**src/rtl/voice_allocator_pkg.sv**
```systemverilog
// Shared constants, FSM encoding and semitone table for the voice allocator.
// Table entries are the top octave (MIDI 120..131) increments at 31.25 kHz, 21-bit.
// Lower octaves are derived by right-shifting the table entry.
package voice_allocator_pkg;

  localparam int NUM_VOICES_DEF   = 4;
  localparam int INC_WIDTH_DEF    = 20;
  localparam int RETRIG_TICKS_DEF = 2;
  localparam int SAMPLEFREQ       = 31250;
  localparam int TABLE_WIDTH      = 21;
  localparam int NOTE_WIDTH       = 7;
  localparam int MAX_OCTAVE       = 10;

  typedef enum logic [2:0] {
    ST_IDLE   = 3'd0,
    ST_SCAN   = 3'd1,
    ST_LOOKUP = 3'd2,
    ST_RETRIG = 3'd3,
    ST_WRITE  = 3'd4
  } state_t;

  // round(f(120+semi) * 2^21 / SAMPLEFREQ)
  function automatic logic [TABLE_WIDTH-1:0] semitone_inc(input logic [3:0] semi);
    logic [TABLE_WIDTH-1:0] r;
    case (semi)
      4'd0:    r = 21'd561837;
      4'd1:    r = 21'd595245;
      4'd2:    r = 21'd630640;
      4'd3:    r = 21'd668140;
      4'd4:    r = 21'd707870;
      4'd5:    r = 21'd749962;
      4'd6:    r = 21'd794557;
      4'd7:    r = 21'd841804;
      4'd8:    r = 21'd891860;
      4'd9:    r = 21'd944893;
      4'd10:   r = 21'd1001079;
      4'd11:   r = 21'd1060606;
      default: r = '0;
    endcase
    return r;
  endfunction

endpackage

```
**src/rtl/voice_allocator_note_to_increment.sv**
```systemverilog
// MIDI note to phase increment: semitone table entry shifted down by (10 - octave).
// Latency: combinational; the caller registers the result.
// Backpressure: none.
module note_to_increment
  import voice_allocator_pkg::*;
#(
  parameter int INC_WIDTH = INC_WIDTH_DEF
) (
  input  logic [NOTE_WIDTH-1:0] i_note,
  output logic [INC_WIDTH-1:0]  o_inc
);

  logic [3:0]             w_oct;
  logic [3:0]             w_semi;
  logic [3:0]             w_shift;
  logic [TABLE_WIDTH-1:0] w_base;
  logic [TABLE_WIDTH-1:0] w_shifted;

  // Note 127 is octave 10, so the shift never goes negative.
  assign w_oct     = 4'(i_note / 7'd12);
  assign w_semi    = 4'(i_note % 7'd12);
  assign w_shift   = 4'(MAX_OCTAVE) - w_oct;
  assign w_base    = semitone_inc(w_semi);
  assign w_shifted = w_base >> w_shift;
  assign o_inc     = INC_WIDTH'(w_shifted);

endmodule

```
**src/rtl/voice_allocator.sv**
```systemverilog
// Polyphonic note scheduler: assigns note-on/off events to voices (match, free, oldest steal).
// Latency: note-off 1 clk, note-on to free voice 3 clks, steal/retrigger waits RETRIG_TICKS samples.
// Backpressure: ev_ready high only when idle and panic is low; one event in flight at a time.
module voice_allocator
  import voice_allocator_pkg::*;
#(
  parameter int NUM_VOICES   = NUM_VOICES_DEF,
  parameter int INC_WIDTH    = INC_WIDTH_DEF,
  parameter int RETRIG_TICKS = RETRIG_TICKS_DEF
) (
  input  logic                            clk,
  input  logic                            rst,
  input  logic                            sample_tick,
  input  logic                            panic,
  input  logic                            ev_valid,
  output logic                            ev_ready,
  input  logic                            ev_note_on,
  input  logic [NOTE_WIDTH-1:0]           ev_note,
  output logic [NUM_VOICES-1:0]           gate,
  output logic [NUM_VOICES*INC_WIDTH-1:0] pitch_increment,
  output logic                            busy
);

  localparam int RW = (NUM_VOICES > 1) ? $clog2(NUM_VOICES) : 1;
  localparam int TW = $clog2(RETRIG_TICKS + 1);
  localparam logic [RW-1:0] OLDEST_RANK = RW'(NUM_VOICES - 1);
  localparam logic [TW-1:0] TICK_LAST   = TW'(RETRIG_TICKS - 1);

  state_t                  r_state;
  logic                    r_note_on;
  logic [NOTE_WIDTH-1:0]   r_note;
  logic [RW-1:0]           r_target;
  logic [INC_WIDTH-1:0]    r_inc;
  logic [TW-1:0]           r_tick_cnt;
  logic [NUM_VOICES-1:0]   r_gate;
  logic [INC_WIDTH-1:0]    r_pitch [NUM_VOICES];
  logic [NOTE_WIDTH-1:0]   r_held  [NUM_VOICES];
  logic [RW-1:0]           r_rank  [NUM_VOICES];

  logic                    w_match_vld;
  logic                    w_free_vld;
  logic [RW-1:0]           w_match_idx;
  logic [RW-1:0]           w_free_idx;
  logic [RW-1:0]           w_oldest_idx;
  logic [RW-1:0]           w_on_target;
  logic [INC_WIDTH-1:0]    w_inc;

  note_to_increment #(.INC_WIDTH(INC_WIDTH)) u_note_to_increment (
    .i_note (r_note),
    .o_inc  (w_inc)
  );

  assign ev_ready    = (r_state == ST_IDLE) && !panic;
  assign busy        = (r_state != ST_IDLE);
  assign gate        = r_gate;
  assign w_on_target = w_match_vld ? w_match_idx : (w_free_vld ? w_free_idx : w_oldest_idx);

  // Voice search over registered state; walking downwards lets the lowest index win.
  always_comb begin
    w_match_vld  = 1'b0;
    w_match_idx  = '0;
    w_free_vld   = 1'b0;
    w_free_idx   = '0;
    w_oldest_idx = '0;
    for (int v = NUM_VOICES - 1; v >= 0; v--) begin
      if (r_gate[v] && (r_held[v] == r_note)) begin
        w_match_vld = 1'b1;
        w_match_idx = RW'(v);
      end
      if (!r_gate[v]) begin
        w_free_vld = 1'b1;
        w_free_idx = RW'(v);
      end
      if (r_rank[v] == OLDEST_RANK) begin
        w_oldest_idx = RW'(v);
      end
    end
  end

  // Flatten per-voice increments onto the output bus.
  always_comb begin
    pitch_increment = '0;
    for (int v = 0; v < NUM_VOICES; v++) begin
      pitch_increment[v*INC_WIDTH +: INC_WIDTH] = r_pitch[v];
    end
  end

  // Event FSM together with all per-voice state; panic overrides everything but reset.
  always_ff @(posedge clk or negedge rst) begin
    if (!rst) begin
      r_state    <= ST_IDLE;
      r_note_on  <= 1'b0;
      r_note     <= '0;
      r_target   <= '0;
      r_inc      <= '0;
      r_tick_cnt <= '0;
      r_gate     <= '0;
      for (int v = 0; v < NUM_VOICES; v++) begin
        r_pitch[v] <= '0;
        r_held[v]  <= '0;
        r_rank[v]  <= RW'(v);
      end
    end else if (panic) begin
      r_gate  <= '0;
      r_state <= ST_IDLE;
    end else begin
      case (r_state)
        ST_IDLE: begin
          if (ev_valid) begin
            r_note_on <= ev_note_on;
            r_note    <= ev_note;
            r_state   <= ST_SCAN;
          end
        end
        ST_SCAN: begin
          if (!r_note_on) begin
            if (w_match_vld) begin
              r_gate[w_match_idx] <= 1'b0;
            end
            r_state <= ST_IDLE;
          end else begin
            r_target <= w_on_target;
            r_state  <= ST_LOOKUP;
          end
        end
        ST_LOOKUP: begin
          r_inc <= w_inc;
          // A sounding voice is silenced first so the envelope restarts cleanly.
          if (r_gate[r_target]) begin
            r_gate[r_target] <= 1'b0;
            r_tick_cnt       <= '0;
            r_state          <= ST_RETRIG;
          end else begin
            r_state <= ST_WRITE;
          end
        end
        ST_RETRIG: begin
          if (sample_tick) begin
            if (r_tick_cnt == TICK_LAST) begin
              r_state <= ST_WRITE;
            end else begin
              r_tick_cnt <= r_tick_cnt + 1'b1;
            end
          end
        end
        ST_WRITE: begin
          r_gate[r_target]  <= 1'b1;
          r_pitch[r_target] <= r_inc;
          r_held[r_target]  <= r_note;
          // Target becomes newest; voices that were newer than it age by one.
          for (int v = 0; v < NUM_VOICES; v++) begin
            if (RW'(v) == r_target) begin
              r_rank[v] <= '0;
            end else if (r_rank[v] < r_rank[r_target]) begin
              r_rank[v] <= r_rank[v] + 1'b1;
            end
          end
          r_state <= ST_IDLE;
        end
        default: begin
          r_state <= ST_IDLE;
        end
      endcase
    end
  end

endmodule

```
**config.mk**
```make
export PLATFORM = sky130hd
export DESIGN_NAME = voice_allocator
export DESIGN_NICKNAME = d
export VERILOG_FILES = /design/src/rtl/voice_allocator_pkg.sv /design/src/rtl/voice_allocator_note_to_increment.sv /design/src/rtl/voice_allocator.sv
export SDC_FILE = /design/constraint.sdc
export NUM_CORES = 1
export LEC_CHECK = 0
export ABC_AREA = 1
export BUFFER_PORTS_ARGS = -buffer_cell sky130_fd_sc_hd__buf_4
export CAP_MARGIN = 10
export CORE_MARGIN = 5
export CORE_UTILIZATION = 28
export CTS_CLUSTER_DIAMETER = 120
export DETAILED_ROUTE_END_ITERATION = 6
export GPL_TIMING_DRIVEN = 0
export MAX_ROUTING_LAYER = met4
export PLACE_DENSITY = 0.52
export SLEW_MARGIN = 20
export SYNTH_ARGS = -nofsm -noshare
export SYNTH_HDL_FRONTEND = slang
export SYNTH_HIERARCHICAL = 1
export SYNTH_SLANG_ARGS = --single-unit
```
**constraint.sdc**
```tcl
create_clock -name clk -period 3.1 [get_ports clk]
set_clock_uncertainty 0.15 [all_clocks]
set_input_delay 0.775 -clock clk [delete_from_list [all_inputs] [get_ports clk]]
set_output_delay 0.775 -clock clk [all_outputs]
set_load 0.02 [all_outputs]
```
# Word-level counts from Yosys, hierarchy flattened
# Memory sizes are Yosys's and may differ from the RTL's.
# Index checks and enable logic that the tools add are counted.
# word_totals
ff_bits	155
rom_bits	336
inputBits	13
memories	1
# mem_list
name	words	word_bits	read_ports	rd_ports_with_merged_regs	write_ports	line_no	rtl
(name not given)	16	21	1	0	0	voice_allocator_pkg.sv:25	case (semi)
# classes
n_addsub	6
div_mod_pow	2
order_cmp	10
eq_ne	25
n_shift	1
n_mux	61
bitwise_logic	7
n_reduce_logical	29
# ops
cell	n
80-bit bitwise mux	1
2-bit 2-to-1 mux	28
20-bit demux with 2-bit select	1
28-bit bitwise mux	1
7-bit equality test	4
3-bit AND reduction	7
21-bit by 4-bit right shift with 20-bit output	1
20-bit 2-to-1 mux	1
3-bit != test (second input constant)	6
4-bit 2-to-1 mux	4
3-bit 2-to-1 mux	5
7-bit demux with 2-bit select	1
3-bit case mux with 4 select lines	1
4-bit case mux with 3 select lines	1
1-bit 2-to-1 mux	11
2-bit by 1-bit adder with 2-bit output (second input constant)	5
2-bit nonzero test	5
4-bit bitwise AND	2
2-bit equality test (second input constant)	4
1-bit logical AND	8
2-bit < comparator	4
4-bit NOT	2
7-bit by 4-bit divider with 7-bit output (second input constant)	1
7-bit by 4-bit remainder unit with 7-bit output (second input constant)	1
28 further kinds	36

# Depth between registers and ports, before layout
# depth
word_depth	16
ltp_mapped	19

# Hierarchy
# The synthesis kept the hierarchy.
# by_module_without_submodules
module	n_inst	cells_each	area_each_um2	seq_area_each_um2
voice_allocator	1	871	7228.2	3883.7
note_to_increment	1	291	1496.4	0.0

# Least setup slack after synthesis
# Ideal clock, no wire load.
# synth_timing
kind	reg2reg
startpoint	reg r_note[6]
endpoint	reg r_inc[8]
setup_ps	125
arrival_time_ps	2499
path_slack_ps	326
stages_incl_launch_ff	17
n_path_buf	2
period_less_slack_ps	2774
path_cell_list	dfrtp_1 inv_1 nand2_1 nand3_1 nand3_2 nand2_2 nand2_2 nand3_1 nand2_2 buf_2 ha_1 xnor2_1 clkbuf_1 o21ai_0 nand3_1 nand2_1 mux2_2
# synth_via
elab_chain_cells	3
elab_cells_between_ends	5
classes_between	add/sub (1); div (2); shift (1); memory (1)
# synth_lines
item	line_no	rtl
start: declaration	voice_allocator.sv:31	logic [NOTE_WIDTH-1:0] r_note;
start signal: assignment	voice_allocator.sv:111	r_note <= ev_note;
7-bit by 4-bit remainder unit with 7-bit output or 7-bit by 4-bit divider with 7-bit output (tied branches)	voice_allocator_note_to_increment.sv:21, voice_allocator_note_to_increment.sv:20	
memory read 16 x 21 bit or 4-bit subtractor (tied branches)	n/a	
21-bit by 4-bit right shift with 20-bit output *	voice_allocator_note_to_increment.sv:24	assign w_shifted = w_base >> w_shift;
via w_inc[8]	voice_allocator.sv:46	logic [INC_WIDTH-1:0] w_inc;
end signal: assignment	voice_allocator.sv:127	r_inc <= w_inc;
end: declaration	voice_allocator.sv:33	logic [INC_WIDTH-1:0] r_inc;
# The timed path passes the listed nets; every way through them passes the cells marked *.
# A chain may end at the register's enable or synchronous reset.

# Worst setup path in the final report
# layout_timing
startpoint	reg r_note[5]
endpoint	reg r_inc[1]
# Same word-level chain as after synthesis.

==> qor.csv <==
stage,metric,value,unit
synthesis,Synth Register Bits,155,
route,vias per inst,4.660,
die,Die ar.,34790,sq um
global_route,first-pass GRT wire length,41320,um
setup_path,Critical Path Fanout Max,10,
synthesis,Syn Std Cell Area,8725,sq um
die,area of the core,30670,sq um
cts,Num CTS Buffers,17,
setup_path,Crit Path Class,reg2reg,
cts,Worst-path clk slew,0.07,ns
global_route,largest net degree at the start of global routing,88,
cts,CTS tree,built,
route,drt first pass iters,5,
die,Die Wd,186.5,um
route,final wirelength,25630,um
min_path,worst hold path class,in2async,
synthesis,register area share after synthesis,0.4451,
finish,design area,10620,sq um
die,I/O pin count,99,
die,number of placement rows,64,
finish,area grow syn2layout,21.73,%
place,pre-CTS WS,-0.2462,ns
synthesis,Synth cell types,41,
synthesis,Post-synth top flop,dfrtp_1,
synthesis,syn_area_per_cell,7.508,sq um
cts,H-tree depth,4,
route,Remaining DRCs,0,
sta,"Slew Viols, Final",0,
synthesis,Area contributors post-synth,"dfrtp_1 43%, nand2_1 20%, nand3_1 9.3%, inv_1 3.1%, mux2_2 2.6%",
finish,share of cells above drive strength 1,0.2148,
setup_path,WP data arrival,3.01,ns
synthesis,Syn Inst Count,1162,
sta,final hold vios,0,
sta,slew margin rel.,0.5322,
sta,actual slew at the worst max-slew pin,0.7017,ns
synthesis,Synth top cells by count,"468 x nand2_1, 162 x nand3_1, 151 x dfrtp_1",
global_route,vias in the first global route,7478,
cts,Sink Count,155,
sta,hold slack,0.2022,ns
cts,"Clk Latency, worst-skew pair",0.43,ns
status,status,finished clean,
run,max cap viols,0,
synthesis,"area leader, netlist",dfrtp_1,
place,gpl congestion,0.8632,
sta,Final period util,0.9189,
setup_path,CP Launch Type,flip-flop,
global_route,GR Overflow Total,0,
sta,Worst Slack Setup Final,0.2513,ns
sta,Max Clk Rate,0.3510,GHz
route,Final ANT Viol Nets,0,
finish,n_diodes,0,
route,Routed wire per std cell,15.17,um
sta,setup TNS,0,ns
synthesis,Synth top area share,0.4331,
finish,fin nets,1310,
place,Final HPWL DP,19190,um
synthesis,"count leader, synth",nand2_1,
global_route,GRT Total Usage,0.1491,
synthesis,"EDFF count, synth",0,
synthesis,syn_nets,1191,
die,die height,186.5,um
synthesis,YS warnings,6,
route,initial DRC count,572,
sta,count of final setup violators,0,
route,via count,7876,
sta,clock period minus worst slack,2.849,ns
cts,CTS Buffer Depth,2,
place,Post-DP Area,9991,sq um
setup_path,CP Capture Type,flip-flop,
synthesis,asr flop ratio synth,1.000,
setup_path,WP data required,3.26,ns
global_route,initial antenna violation count,0,
place,port bufs,98,
cts,hold_buf cts,0,
die,initial core utilization,0.2845,
cts,Clock Tree Root,clkbuf_16,
## cells in the final DEF, fill, tap and decap left out, drive strengths merged
cell type    n
a22o         1
dfstp        4
o41ai        1
nand4       13
clkbuf      23
ha          16
nor2        67
dfrtp      151
a21oi       21
and2         1
inv         98
o2111ai      1
a22oi        3
xnor2        1
o31ai        5
clkinv       5
or2          1
nand3b       1
a221oi       1
nand3      169
nand2      489
a21boi       2
buf        142
bufinv       2
mux2        20
clkinvlp     1
nor3         5
a31oi        1
o21ai       49
## cell families (layout without fill, tap and decap cells)
logic type	count (synthesis)	count (layout)	synth area share
flops	155	155	0.4451
fa+ha+maj	16	16	0.02295
compound gates	85	85	0.05980
mux	20	20	0.02581
simple gates	746	746	0.3747
xor+xnor	1	1	0.001004
buf+inv	139	271	0.07056
## flip-flops by register name, indices dropped and copies added, names as in the netlist, 3 cells and up
register and count:
r_note 7, r_held 28, pitch_increment 80, r_rank 8
r_inc 20, gate 4, r_state 3
## layout make-up
class	instances	area, sq um
fillers	3232	20050
multi-input cells	868	4230
flip-flops and latches	155	3886
repair buffers	101	785.8
well taps	396	495.5
clock buffers	18	429.2
inverters	92	345.3
plain buffers	46	274.0
clock inverters	14	173.9
## per-layer routing
layer	global-route usage	part of all wire	routed length, um
met4	0.04596	0.020	524
met1	0.2088	0.49	12620
met2	0.2231	0.45	11450
met3	0.02336	0.040	1032
met5	-	0	0
## timing repair
action	4_1_cts	5_1_grt
setup buffers	0	2
endpoints found under the hold margin	0	0
pin swaps	0	1
gates resized for setup	4	5
endpoints found under the setup margin	17	19
## critical path: stages, from the launching register on
cell and delay, ns:
dfrtp_2 0.46, inv_1 0.07, nand2_1 0.04, o21ai_1 0.13, nand2_1 0.13, nand2_2 0.12
nand2_2 0.07, nand3_1 0.14, nand2_4 0.07, ha_1 0.36, inv_1 0.10, clkbuf_2 0.20
nand3_1 0.12, nand3_1 0.11, nand3_1 0.13, nand2_1 0.07, mux2_2 0.25
## path summary, 6_finish.rpt
path,slack [ns],endpoint,depth (start not counted),startpoint
hold reg to reg,0.33,pitch_increment[16],2,pitch_increment[16]
setup reg to reg,0.25,r_inc[1],16,r_note[5]
max in group asynchronous,1.80,r_rank[3],2,rst
min in group clk,0.33,pitch_increment[16],2,pitch_increment[16]
setup / recovery,0.25,r_inc[1],16,r_note[5]
hold / removal,0.20,r_held[12],1,rst
## stage by stage
step	cells	util
after floorplan	1162	-
after global placement	1656	0.3246
after detailed placement	1657	0.3258
after CTS	1688	0.3454
after global routing	1690	0.3463
final	1690	0.3463
Power is not shown: default switching activity piles up to over one toggle a cycle in this logic, so the estimate is an artifact.
